File: src/rtl/regfile_xfer.sv
// Moves a block of words between a 32-entry register file and valid/ready streams.
// LOAD writes a stream into registers. DUMP reads registers out to a stream. Register x0 is never written.
module regfile_xfer #(
  parameter int unsigned WIDTH = 32
) (
  input  logic             clk,
  input  logic             reset,
  input  logic             cmd_valid,
  output logic             cmd_ready,
  input  logic             cmd_op,
  input  logic [4:0]       cmd_base,
  input  logic [5:0]       cmd_count,
  input  logic             in_valid,
  output logic             in_ready,
  input  logic [WIDTH-1:0] in_data,
  output logic             out_valid,
  input  logic             out_ready,
  output logic [WIDTH-1:0] out_data,
  output logic             we3,
  output logic [4:0]       a3,
  output logic [WIDTH-1:0] wd3,
  output logic [4:0]       a1,
  input  logic [WIDTH-1:0] rd1,
  output logic             busy,
  output logic             done
);

  localparam int unsigned AW = 5;
  localparam int unsigned CW = 6;

  typedef enum logic [1:0] {
    S_IDLE = 2'd0,
    S_LOAD = 2'd1,
    S_DUMP = 2'd2,
    S_DONE = 2'd3
  } state_t;

  state_t          state;
  logic [AW-1:0]   ptr;
  logic [CW-1:0]   remaining;
  logic            armed;
  logic            in_beat;
  logic            dump_load;
  logic            dump_drain;

  // armed keeps cmd_ready low until the first clock edge after reset is released.
  assign cmd_ready  = armed && (state == S_IDLE);
  assign busy       = (state != S_IDLE);
  assign done       = (state == S_DONE);

  assign in_ready   = (state == S_LOAD) && (remaining != CW'(0));
  assign in_beat    = in_valid && in_ready;
  assign we3        = in_beat && (ptr != AW'(0));
  assign a3         = in_beat ? ptr : AW'(0);
  assign wd3        = in_beat ? in_data : WIDTH'(0);

  assign a1         = (state == S_DUMP) ? ptr : AW'(0);
  assign dump_load  = (state == S_DUMP) && (!out_valid || out_ready) && (remaining != CW'(0));
  assign dump_drain = (state == S_DUMP) && out_valid && out_ready && (remaining == CW'(0));

  // The controller, the pointer, the word counter and the output word register.
  always_ff @(posedge clk or posedge reset) begin
    if (reset) begin
      state     <= S_IDLE;
      ptr       <= AW'(0);
      remaining <= CW'(0);
      out_valid <= 1'b0;
      out_data  <= WIDTH'(0);
      armed     <= 1'b0;
    end else begin
      armed <= 1'b1;
      case (state)
        S_IDLE: begin
          if (cmd_valid && cmd_ready) begin
            ptr       <= cmd_base;
            remaining <= cmd_count;
            if (cmd_count == CW'(0)) begin
              state <= S_DONE;
            end else if (cmd_op) begin
              state <= S_DUMP;
            end else begin
              state <= S_LOAD;
            end
          end
        end
        S_LOAD: begin
          if (in_beat) begin
            ptr       <= ptr + AW'(1);
            remaining <= remaining - CW'(1);
            if (remaining == CW'(1)) begin
              state <= S_DONE;
            end
          end
        end
        S_DUMP: begin
          // Refill the output register whenever it is empty or being consumed.
          if (dump_load) begin
            out_data  <= rd1;
            out_valid <= 1'b1;
            ptr       <= ptr + AW'(1);
            remaining <= remaining - CW'(1);
          end else if (dump_drain) begin
            out_valid <= 1'b0;
            state     <= S_DONE;
          end
        end
        S_DONE: begin
          state <= S_IDLE;
        end
        default: begin
          state <= S_IDLE;
        end
      endcase
    end
  end

endmodule

File: config.mk
export PLATFORM = sky130hd
export DESIGN_NAME = regfile_xfer
export DESIGN_NICKNAME = d
export VERILOG_FILES = /design/src/rtl/regfile_xfer.sv
export SDC_FILE = /design/constraint.sdc
export NUM_CORES = 1
export LEC_CHECK = 0
export ABC_AREA = 0
export BUFFER_PORTS_ARGS = -buffer_cell sky130_fd_sc_hd__buf_2
export CAP_MARGIN = 20
export CORE_ASPECT_RATIO = 0.5
export CORE_UTILIZATION = 35
export DETAILED_ROUTE_END_ITERATION = 7
export PLACE_DENSITY = 0.68
export RECOVER_POWER = 25
export SLEW_MARGIN = 0
export SYNTH_ARGS = -nofsm -noshare
export SYNTH_HDL_FRONTEND = slang
export SYNTH_SLANG_ARGS = --single-unit
File: constraint.sdc
create_clock -name clk -period 2.5 [get_ports clk]
set_clock_uncertainty 0.05 [all_clocks]
set_input_delay 0.25 -clock clk [delete_from_list [all_inputs] [get_ports clk]]
set_output_delay 0.25 -clock clk [all_outputs]
set_load 0.05 [all_outputs]
Word level (Yosys, flattened, before mapping) --
Index checks and enable logic that the tools add are counted.
Storage, ports and cells: logic and storage cells 63, memories kept 0, latch bits 0, bits of input ports 81, register bits after elaboration 47, memory bits (read-only) 0, bits in writable memories 0
Operators by class: shift operators 0, muxes and demuxes 21, div/mod/pow operators 0, equality and inequality tests 10, reduce and logical (&&, ||, !) cells 24, order comparisons 0, $add $sub $neg 2, bitwise operators 0, multiply operators 0
Operators with widths (number):
- $mux W32 | 1
- $mux W5 | 5
- $mux W6 | 3
- $pmux W6 S3 | 1
- $pmux W5 S3 | 1
- $mux W2 | 7
- $logic_not A6 Y1 | 2
- $logic_and A1 B1 Y1 | 10
- $ne A2 B2 Y1 const B | 4
- $pmux W2 S4 | 1
- $eq A6 B1 Y1 const B | 1
- $reduce_bool A6 Y1 | 1
- $sub A6 B1 Y6 const B | 1
- $add A5 B1 Y5 const B | 1
- $reduce_and A5 Y1 | 1
- $reduce_bool A5 Y1 | 1
- $eq A2 B2 Y1 const B | 2
- $ne A2 B1 Y1 const B | 2
- $reduce_and A2 Y1 | 2
- $reduce_and A4 Y1 | 1
- $reduce_bool A2 Y1 | 2
- $reduce_bool A3 Y1 | 1
- $eq A2 B1 Y1 const B | 1
- $logic_not A2 Y1 | 1
- other kinds (3) | 4

Depth between registers and ports, before layout --
Gate-level depths: netlist of run 1.
depth after elaboration 7, depth in mapped cells 8, depth with buffers taken out 6

Least setup slack after synthesis of run 1 --
Ideal clock, no wire load.
path type reg-to-output, start point reg remaining[0], end point out we3, setup slack 317 ps, cell stages (with the launch flop) 6, arrival 1883 ps, required time 2200 ps, path through dfrtp_1 inv_1 ha_1 nand2_1 nand3_1 a41oi_1
On the way: cells in the longest elaborated chain, start to end 4
Ends and longest elaborated chain:
- from (decl) | line 40 | logic [CW-1:0] remaining;
- from (signal assigned) | line 76 | remaining <= cmd_count;
- from (signal assigned) | line 89 | remaining <= remaining - CW'(1);
- from (signal assigned) | line 101 | remaining <= remaining - CW'(1);
- $reduce_bool A6 Y1 | line 51 | assign in_ready = (state == S_LOAD) && (remaining != CW'(0));
- $logic_and A1 B1 Y1 | line 51
- $logic_and A1 B1 Y1 | line 52 | assign in_beat = in_valid && in_ready;
- $logic_and A1 B1 Y1 | line 53 | assign we3 = in_beat && (ptr != AW'(0));
- to (decl) | line 19 | output logic we3,
Every way passes these cells.

Worst setup path after layout of run 1 --
start point reg remaining[0], end point out wd3[27]
On the way: cells in the longest elaborated chain, start to end 4
Ends and longest elaborated chain:
- $reduce_bool A6 Y1 | line 51
- $logic_and A1 B1 Y1 | line 51
- $logic_and A1 B1 Y1 | line 52
- $mux W32 | line 55 | assign wd3 = in_beat ? in_data : WIDTH'(0);
- to (decl) | line 21 | output logic [WIDTH-1:0] wd3,
Every way passes these cells.

==> out/results.ini, run 1 <==
[setup_path]
r2r_slack_ns=0.28
max_stage_delay_ns=0.44
timing.setup.critical_path_class=reg -> out
critical_path.n_buffers_inverters=2
worstPathRequired_ns=2.20
startpoint_type=flip-flop
critPathCapture=wd3[27]
worstPathMaxFanout=17
ff2ff_path_depth=6
regToRegEndpoint=out_data[5]
timing.critical_path.cells=inv_1, ha_1, nand2_1, and3_4, and2_1, buf_2
cp_top_family=simple AND/OR/NAND/NOR gates
startpoint=remaining[0]
worst-endpoint-arrival_ns=2.01
reg2reg_start=state[0]
crit_slowest_cell=dfrtp_1
crit_path_end_kind=output port
cp.depth=6

[power_and_ir_drop]
p_leak_nw=1.95
cellPowerDensity_mw_per_mm2=1690
internal_power_mw=2.98
swShare_pct=52.6
switching_power_mw=3.31
max-vdd-ir-drop_mv=0.661
p_seq_share_pct=22.7
clock_power_share_pct=12.5
comb_power_share_pct=64.8

[place]
globalplace.congestion=0.813
place_ws_ns=0.297
port-buffer-count=160
place.detailed.hpwl_um=5320

[layout]
register_area_mm2=0.00118
nNetsFinal=496
syn_to_final_growth_pct=43.5
drive_gt1_share_pct=52.5
multi_input_area_mm2=0.00131
number_of_inserted_filler_cells_in_the_final_layout=631
num_antenna_cells=0

[grt]
via_count_of_the_first_global_routing_pass=2351
maximum_number_of_pins_on_one_net_before_global_route_repair=34
track_usage_pct=17.7
initial_antenna_violation_count=0
grt_remaining_overflow=0
first_pass_grt_wire_length_um=10900

[detailed_routing]
num_vias=2454
top_layer=met4
post_drt_wl_per_cell_um=13.8
dr.pass1.iters=5
routed-wl-met2_um=3340
wl_met3_um=468
vias_per_cell=4.93
route.layer.met1.wl_um=3010
drtAntennaViolNets=0
drcViolationCount=0
dr.first_iter.drc_count=79
detail_route.wirelength_um=6900

[logic_synthesis]
postSynth.topFlopCell=dfrtp_1
synth.cell_area_mm2=0.00260
netlist-cell-type-count=41
edff_count_synth=0
synthesis.instances=241
synth.yosys.seq_area_share_pct=45.3
warnings_synthesis=0
synthesized_area_per_cell_um2=10.8
postSynthRegisterBits=47
async_reset_ff_share_pct=100
syn_nets=332

[sta]
timing_hold_violations_final=0
maxClockFrequency_mhz=433
worst_tran_pin_value_ns=0.824
timing_max_transition_violations_final=0
setup-tns-final_ns=0
worst_rel_slew_slack_pct=45.1
layout_worst_path_cycle_share_pct=92.4
rsz0062_at_grt=false
setup_viol=0
worst_slack_ns=0.189
final.min_clock_period_ns=2.31

[hold_path]
hp-class=in -> reg
hold_path_depth=2

[die]
top_level_ports=161
start_util_pct=37.4
die_w_um=124
row_count=21
die_height_um=62.9
area_inside_the_core_boundary_mm2=0.00694
design.die.area_mm2=0.00779

[clock_network]
clk_path_buf_depth=2
clock-sinks=47
clk_pin_slew_worst_paths_ns=0.06
cts_inserted_buffers=5
cts_tree=yes
clk_latency_ns=0.28
cts_htree_levels=2
clock-root-buffer=clkbuf_16

[flow_run]
max-cap-violations=0

[outcome]
status=completed

[worst register-to-register path, delay by kind of cell, from the launching register on]
family	cells	cell delay [ns]
multiplexers	1	0.36
adder cells (fa/ha/maj)	1	0.25
buffers and inverters	3	0.52
AO/OA/AOI/OAI	1	0.51
flip-flops	1	0.42
[routing by layer]
layer | vias up | track usage, %
met5 | - | 0
met3 | 9 | 3.19
met4 | 0 | 6.63
met1 | 1187 | 21.9
li1 | 1172 | -
met2 | 86 | 30.6
[how the worst min path moves through the flow]
stage	from	to	slack, ns
after floorplan	rd1[15]	out_data[15]	0.35
after global placement	reset	out_data[30]	0.15
after detailed placement	reset	out_data[31]	0.14
after CTS	rd1[6]	out_data[6]	0.14
after global routing	rd1[1]	out_data[1]	0.13
final	rd1[23]	out_data[23]	0.14
[flip-flops by register name (all words and copies together), names as in the netlist]
signal,flops
out_data,32
armed,1
state,2
remaining,6
out_valid,1
ptr,5
[cell families after synthesis]
group,Yosys count,synth area share [%]
mux,37,16.0
compound gates,39,11.8
fa+ha+maj,10,4.82
simple gates,78,17.2
other cells,1,0.144
buf+inv,29,4.77
flops,47,45.3
[through the flow]
step	std cells	hold WS, ns	cell area [µm²]	utilization (%)	power (mW)
after floorplan	241	0.352	2600	-	4.59
after global placement	487	0.145	3530	50.8	5.46
after detailed placement	487	0.145	3530	50.8	5.50
after CTS	496	0.136	3710	53.6	6.31
after global routing	498	0.135	3730	53.7	6.66
final	498	0.141	3730	53.7	6.28
[cell usage in the layout (no fill, tap or decap), types with 5 or more instances in the layout]
cell type  Yosys  routed
nand2_1        8       8
ha_1          10      10
inv_1         16      16
mux2_2        32      32
dfrtp_1       47      47
nand3_1        6       6
o211ai_1       7       7
nor2_1        16      16
and2_1        35      35
clkbuf_16      0       5
buf_2          6     160
[repair_timing]
item	in CTS	in global routing
endpoints found under the setup margin	0	33
hold buffers	1	0
hold endpoints to repair	10	0
gates resized for setup	0	1
setup buffers	0	1
[synthesized netlist by cell type (all sizes together) (3+ instances only)]
cell,instances,share of area [%]
buf,7,1.6
ha,10,4.8
o221ai,4,1.3
o211ai,7,2.0
o22ai,3,0.72
o21ai,5,0.96
clkbuf,6,0.87
a22oi,4,1.2
o2bb2ai,3,1.0
and2,35,8.4
nand3,6,1.2
mux2i,4,1.5
dfrtp,47,45
nor4,3,1.3
inv,16,2.3
mux2,33,14
nand2,8,1.2
nor2,16,2.3
[power groups by stage]
stage | Combinational (mW) | Sequential [mW] | Clock (mW)
after floorplan | 2.23 | 2.36 | 0
after global placement | 4.03 | 1.43 | 0
after detailed placement | 4.05 | 1.44 | 0
after CTS | 4.07 | 1.43 | 0.806
after global routing | 4.34 | 1.49 | 0.839
final | 4.07 | 1.43 | 0.786
[cell type report]
| class | instances | share of cell area, % |
|---|---|---|
| Multi-Input combinational cell | 166 | 35.1 |
| Sequential cell | 47 | 31.6 |
| Timing Repair Buffer | 169 | 23.9 |
| Clock buffer | 6 | 3.73 |
| Tap cell | 92 | 3.09 |
| Inverter | 16 | 1.61 |
| Clock inverter | 2 | 1.04 |
No activity file was read; power rests on OpenSTA's default activity.
==> run 2: changes to the inputs <==
Settings changed: ABC_AREA 0 to 1, PLACE_DENSITY 0.68 to 0.66.
Clock period 2.5 ns to 2.2 ns, I/O delays scaled along.
==> run 2 against run 1 <==
  * Total power rose by 11%
  * Global-route usage rose by 0.084 points
  * Highest routed layer unchanged
  * Clock power fell by 5.2%
  * Area after synthesis rose by 8.4%
  * Synthesized cell count rose by 37%
  * Hold slack got worse by 0.045 ns
  * Non-clock buffer count rose by 3
  * Routed wire length rose by 5.8%
  * Cell count rose by 21%
  * Register-to-register slack improved by 0.04 ns
  * Clock-buffer cell count did not move
  * Critical endpoint is now wd3[20]
  * Combinational power rose by 13%
==> out/results.ini, run 2 <==
[outcome]
status=completed  ; unchanged

[setup_path]
critical_path.n_buffers_inverters=3  ; was 2
crit_slowest_cell=dfrtp_1  ; unchanged
worst-endpoint-arrival_ns=1.87  ; was 2.01 ns
max_stage_delay_ns=0.39  ; was 0.44 ns
timing.critical_path.cells=inv_1, ha_1, nand3_4, nand3_1, buf_12, nor2_1, buf_2  ; was inv_1, ha_1, nand2_1, and3_4, and2_1, buf_2
startpoint_type=flip-flop  ; unchanged
worstPathMaxFanout=39  ; was 17
timing.setup.critical_path_class=reg -> out  ; unchanged
crit_path_end_kind=output port  ; unchanged
worstPathRequired_ns=1.93  ; was 2.20 ns
cp_top_family=buffers and inverters  ; was simple AND/OR/NAND/NOR gates

[hold_path]
hp-class=in -> reg  ; unchanged

[sta]
timing_max_transition_violations_final=0  ; unchanged
worst_rel_slew_slack_pct=53.1  ; was 45.1%
final.min_clock_period_ns=2.14
worst_slack_ns=0.0641  ; was 0.189 ns
maxClockFrequency_mhz=468
rsz0062_at_grt=true  ; was false
layout_worst_path_cycle_share_pct=97.1
setup_viol=0  ; unchanged
worst_tran_pin_value_ns=0.703  ; was 0.824 ns
timing_hold_violations_final=0  ; unchanged
final.hold.worst_slack_ns=0.0960  ; was 0.141 ns

[detailed_routing]
dr.first_iter.drc_count=50  ; was 79
num_vias=2649  ; was 2,454
vias_per_cell=4.38  ; was 4.93
drcViolationCount=0  ; unchanged
dr.pass1.iters=4  ; was 5
drtAntennaViolNets=0  ; unchanged
detail_route.wirelength_um=7300  ; was 6900 µm
post_drt_wl_per_cell_um=12.1  ; was 13.8 µm

[place]
port-buffer-count=160  ; unchanged
place.detailed.instances=595  ; was 487
globalplace.congestion=0.838  ; was 0.813
place_ws_ns=0.218  ; was 0.297 ns
place.detailed.hpwl_um=5700  ; was 5320 µm

[die]
die_height_um=65.4  ; was 62.9 µm
area_inside_the_core_boundary_mm2=0.00754  ; was 0.00694 mm²
design.die.area_mm2=0.00843  ; was 0.00779 mm²
start_util_pct=37.3  ; was 37.4%
row_count=22  ; was 21
die_w_um=129  ; was 124 µm
top_level_ports=161  ; unchanged

[clock_network]
clock-sinks=47  ; unchanged
cts_inserted_buffers=5  ; unchanged
cts_htree_levels=2  ; unchanged
clk_latency_ns=0.29  ; was 0.28 ns
post_cts_buffers=0  ; unchanged
clk_pin_slew_worst_paths_ns=0.06  ; about the same
clk_path_buf_depth=2  ; unchanged
cts_tree=yes  ; unchanged
clock-root-buffer=clkbuf_16  ; unchanged

[grt]
via_count_of_the_first_global_routing_pass=2405  ; was 2,351
track_usage_pct=17.8  ; was 17.7%
first_pass_grt_wire_length_um=11500  ; was 10,900 µm
grt_remaining_overflow=0  ; unchanged
initial_antenna_violation_count=0  ; unchanged
maximum_number_of_pins_on_one_net_before_global_route_repair=40  ; was 34

[logic_synthesis]
synthesis.instances=329  ; was 241
postSynth.topFlopCell=dfrtp_1  ; unchanged
syn_nets=420  ; was 332
synthesized_area_per_cell_um2=8.56  ; was 10.8 µm²
async_reset_ff_share_pct=100  ; unchanged
postSynthRegisterBits=47  ; unchanged
most_instantiated_cells_after_synthesis=nand2_1, inv_1, dfrtp_1, nor2_1, mux2_4  ; was dfrtp_1, and2_1, mux2_2
netlist-cell-type-count=30  ; was 41
synth_largest_area_cell=dfrtp_1  ; unchanged
synth.area.top_cells=dfrtp_1, mux2_4, nand2_1, inv_1, nor2_1  ; was dfrtp_1, mux2_2, and2_1, ha_1, inv_1
synth_top_area_share_pct=41.8  ; was 45.3%
synth.cell_area_mm2=0.00282  ; was 0.00260 mm²
synth_most_common_cell=nand2_1  ; was dfrtp_1
synth.yosys.seq_area_share_pct=41.8  ; was 45.3%
edff_count_synth=0  ; unchanged
warnings_synthesis=0  ; unchanged

[layout]
layout.cells.non_filler=605  ; was 498
final_common_cell=buf_2  ; unchanged
syn_to_final_growth_pct=42.9  ; was 43.5%
registers.top_by_ff_count=out_data  ; unchanged
largest_register_ffs=32  ; unchanged
number_of_inserted_filler_cells_in_the_final_layout=740  ; was 631
nNetsFinal=586  ; was 496
layout_top_registers=out_data (32), remaining (6), ptr (5)  ; unchanged
final_cell_mix=buf_2, nand2_1, inv_1  ; was buf_2, dfrtp_1, and2_1
drive_gt1_share_pct=41.9  ; was 52.5%
post-route-util_pct=53.4  ; was 53.7%

[flow_run]
max-cap-violations=0  ; unchanged

[power_and_ir_drop]
max-vdd-ir-drop_mv=0.977  ; was 0.661 mV
cellPowerDensity_mw_per_mm2=1730  ; was 1690 mW/mm²
p_leak_nw=2.42  ; was 1.95 nW

run 2: changes by cell type in the layout (fill, tap and decap cells not counted), moves of 7 or more:
cell,previous run,this run
nand2_1,8,73
inv_1,16,59
buf_2,160,119
and2_1,35,0
mux2_2,32,3
nor2_1,16,45
mux2_4,1,26
clkbuf_4,0,23
nand3_1,6,24
clkbuf_1,1,12
buf_4,4,13
o211ai_1,7,0
run 2: layer usage:
metal  global-route usage, %  vias to the layer above  share of wire [%]
met2                    31.6                      100                 49
met5                       0                        -                  0
li1                        -                     1327                  -
met4                    5.00                        0                1.1
met3                    4.23                        6                6.7
met1                    21.8                     1216                 43
run 2: cells by family after synthesis:
logic type      after synthesis  synth area share, %
buf+inv                      73                 11.4
xor+xnor                      3                0.933
mux                          32                 16.3
flops                        47                 41.8
simple gates                152                 22.7
compound gates               11                 2.31
fa+ha+maj                    10                 4.44
other cells                   1                0.133
run 2: per-stage QoR:
step / power, mW / area (µm²) / TNS (ns)
2_1_floorplan: 5.18 / 2820 / 0
3_3_place_gp: 6.18 / 3790 / 0
3_5_place_dp: 6.21 / 3790 / 0
4_1_cts: 6.99 / 3950 / 0
5_1_grt: 7.45 / 4020 / -0.0489
6_report: 6.96 / 4030 / 0
run 2: worst paths after layout:
kind / from / end / slack [ns] / cells past startpoint
setup / recovery: remaining[0] / wd3[20] / 0.06 / 7
hold / removal: rd1[2] / out_data[2] / 0.1 / 2
setup reg to reg: remaining[0] / remaining[2] / 0.32 / 9
hold reg to reg: out_data[2] / out_data[2] / 0.45 / 1
max in group asynchronous: reset / ptr[2] / 0.50 / 4
min in group asynchronous: reset / out_data[18] / 0.54 / 3
run 2: timing repair:
action | in CTS | in global routing
endpoints found under the hold margin | 17 | 0
resized for setup | 1 | 40
endpoints found under the setup margin | 33 | 38
hold buffers | 1 | 0
run 2: final cells by class:
cell class | instances | area, µm² | area share, %
Multi-Input combinational cell | 209 | 1330 | 33.1
Tap cell | 108 | 135 | 3.36
Clock buffer | 6 | 129 | 3.20
Antenna cell | 1 | 2.50 | 0.0622
Inverter | 60 | 225 | 5.60
Clock inverter | 2 | 17.5 | 0.435
Timing Repair Buffer | 172 | 1010 | 25.1
Sequential cell | 47 | 1180 | 29.2
run 2: power by group:
group	switching [mW]	internal, mW
registers	0.312	1.31
clock network	0.320	0.425
logic	3.08	1.51
total	3.72	3.25
==> run 3: changes to the inputs <==
Settings changed: ABC_AREA 1 to unset, PLACE_DENSITY 0.66 to 0.68.
==> run 3 against run 2 <==
  * Sequential share of layout area grew 0.40 points
  * First-iteration DRC count up 88%
  * Cell area shrank 1.2%
  * Critical path depth down 2
  * Global-route usage is 0.83 points higher
  * Critical path type unchanged
==> out/results.ini, run 3 (synthesized netlist as in run 1, its figures left out) <==
[sta]
worst_rel_slew_slack_pct=29.4  ; was 53.1%
timing_max_transition_violations_final=0  ; unchanged
setup_viol=0  ; unchanged
setup-tns-final_ns=0  ; unchanged
final.min_clock_period_ns=2.15  ; was 2.14 ns
worst_tran_pin_value_ns=1.06  ; was 0.703 ns
final.hold.worst_slack_ns=0.106  ; was 0.0960 ns
maxClockFrequency_mhz=465  ; was 468 MHz
timing_hold_violations_final=0  ; unchanged
layout_worst_path_cycle_share_pct=97.8  ; was 97.1%

[detailed_routing]
num_vias=2509  ; was 2,649
post_drt_wl_per_cell_um=14.6  ; was 12.1 µm
drtAntennaViolNets=0  ; unchanged
drcViolationCount=0  ; unchanged
detail_route.wirelength_um=7480  ; was 7300 µm
vias_per_cell=4.91  ; was 4.38
dr.pass1.iters=4  ; unchanged
dr.first_iter.drc_count=94  ; was 50

[layout]
post-route-util_pct=57.3  ; was 53.4%
final_cell_mix=buf_2, dfrtp_1, and2_1  ; was buf_2, nand2_1, inv_1
nNetsFinal=509  ; was 586
largest_register_ffs=32  ; unchanged
num_antenna_cells=0  ; was 1
syn_to_final_growth_pct=53.0  ; was 42.9%
final_common_cell=buf_2  ; unchanged
layout_top_registers=out_data (32), remaining (6), ptr (5)  ; unchanged
registers.top_by_ff_count=out_data  ; unchanged
drive_gt1_share_pct=52.0  ; was 41.9%

[power_and_ir_drop]
switching_power_mw=3.91  ; was 3.72 mW
clock_power_share_pct=10.5  ; was 10.7%
p_leak_nw=1.98  ; was 2.42 nW
cellPowerDensity_mw_per_mm2=1860  ; was 1730 mW/mm²
swShare_pct=53.0  ; was 53.4%
comb_power_share_pct=67.8  ; was 66.0%
p_seq_share_pct=21.7  ; was 23.3%
internal_power_mw=3.47  ; was 3.25 mW
max-vdd-ir-drop_mv=0.979  ; was 0.977 mV

[die]
die_w_um=124  ; was 129 µm
die_height_um=62.9  ; was 65.4 µm
top_level_ports=161  ; unchanged
design.die.area_mm2=0.00779  ; was 0.00843 mm²
area_inside_the_core_boundary_mm2=0.00694  ; was 0.00754 mm²
start_util_pct=37.4  ; was 37.3%
row_count=21  ; was 22

[clock_network]
cts_tree=yes  ; unchanged
clk_path_buf_depth=2  ; unchanged
clock-sinks=47  ; unchanged
cts_htree_levels=2  ; unchanged
clk_latency_ns=0.29  ; about the same
clk_pin_slew_worst_paths_ns=0.07  ; was 0.06 ns
cts_inserted_buffers=5  ; unchanged
clock-root-buffer=clkbuf_16  ; unchanged

[hold_path]
hp-class=in -> reg  ; unchanged

[grt]
via_count_of_the_first_global_routing_pass=2333  ; was 2,405
initial_antenna_violation_count=0  ; unchanged
maximum_number_of_pins_on_one_net_before_global_route_repair=42  ; was 40
grt_remaining_overflow=0  ; unchanged
track_usage_pct=18.6  ; was 17.8%
first_pass_grt_wire_length_um=11400  ; was 11,500 µm

[setup_path]
cp_top_family=simple AND/OR/NAND/NOR gates  ; was buffers and inverters
critical_path.n_buffers_inverters=1  ; was 3
crit_path_end_kind=output port  ; unchanged
r2r_slack_ns=0.12  ; was 0.32 ns
worst-endpoint-arrival_ns=1.88  ; was 1.87 ns
crit_slowest_cell=dfrtp_2  ; was dfrtp_1
max_stage_delay_ns=0.45  ; was 0.39 ns
timing.setup.critical_path_class=reg -> out  ; unchanged
worstPathRequired_ns=1.93  ; about the same
startpoint_type=flip-flop  ; unchanged
worstPathMaxFanout=8  ; was 39
timing.critical_path.cells=nor4_4, nand2_2, and3_4, and2_1, clkbuf_4  ; was inv_1, ha_1, nand3_4, nand3_1, buf_12, nor2_1, buf_2

[place]
globalplace.congestion=0.818  ; was 0.838
port-buffer-count=160  ; unchanged
place.detailed.hpwl_um=5280  ; was 5700 µm

[flow_run]
max-cap-violations=0  ; unchanged

[outcome]
status=completed  ; unchanged

## run 3: changes by cell type in the layout (fill, tap and decap cells not counted), sizes merged, moves of 7 or more
cell | before | now
o211ai | 0 | 7
clkbuf | 40 | 29
nand2 | 76 | 8
inv | 60 | 18
and2 | 0 | 35
buf | 137 | 155
nand3 | 26 | 6
nor2 | 48 | 16
## run 3: final timing paths
kind / start / end / depth (start not counted)
max: remaining[3] / wd3[6] / 5
max in group asynchronous: reset / out_data[21] / 4
min: rd1[15] / out_data[15] / 2
max reg2reg: state[0] / out_data[20] / 7
min in group asynchronous: reset / out_data[17] / 3
min reg2reg: out_data[8] / out_data[8] / 1
## run 3: metal layers
metal / wire length, µm / share of wire, % / track usage [%] / up-vias
met5: 0 / 0 / 0 / -
met4: 76 / 1.0 / 4.97 / 0
met3: 573 / 7.7 / 3.56 / 6
met2: 3560 / 48 / 30.3 / 92
met1: 3270 / 44 / 25.1 / 1210
li1: - / - / - / 1201
## run 3: layout make-up
| type | count | area (µm²) |
|---|---|---|
| tap | 92 | 115 |
| sequential | 47 | 1180 |
| inverter | 16 | 60.1 |
| clock inverter | 3 | 22.5 |
| fill | 644 | 2960 |
| timing repair buffer | 180 | 1110 |
| clock buffer | 5 | 125 |
| multi-input combinational | 168 | 1360 |
## run 3: metrics by stage
step	cells	total power [mW]	setup WS [ns]	area, µm²
after floorplan	241	5.21	0.0470	2600
after CTS	505	7.17	0.0104	3750
after global placement	494	6.30	0.169	3570
after detailed placement	494	6.34	0.123	3570
final	511	7.38	0.0479	3980
after global routing	511	7.86	-0.0186	3980
## run 3: timing repair
item	CTS	global route
cloned	1	3
hold buffers	1	0
pin swaps	2	7
setup endpoints to repair	33	81
hold endpoints to repair	25	0
gates resized for setup	2	78
setup buffers	1	3
## run 3: power by group through the flow
| stage | logic [mW] | clock network [mW] | registers, mW |
|---|---|---|---|
| final | 5.01 | 0.773 | 1.60 |
| after global routing | 5.36 | 0.829 | 1.67 |
| after CTS | 4.78 | 0.791 | 1.59 |
| after detailed placement | 4.73 | 0 | 1.61 |
| after global placement | 4.71 | 0 | 1.59 |
| after floorplan | 2.53 | 0 | 2.68 |
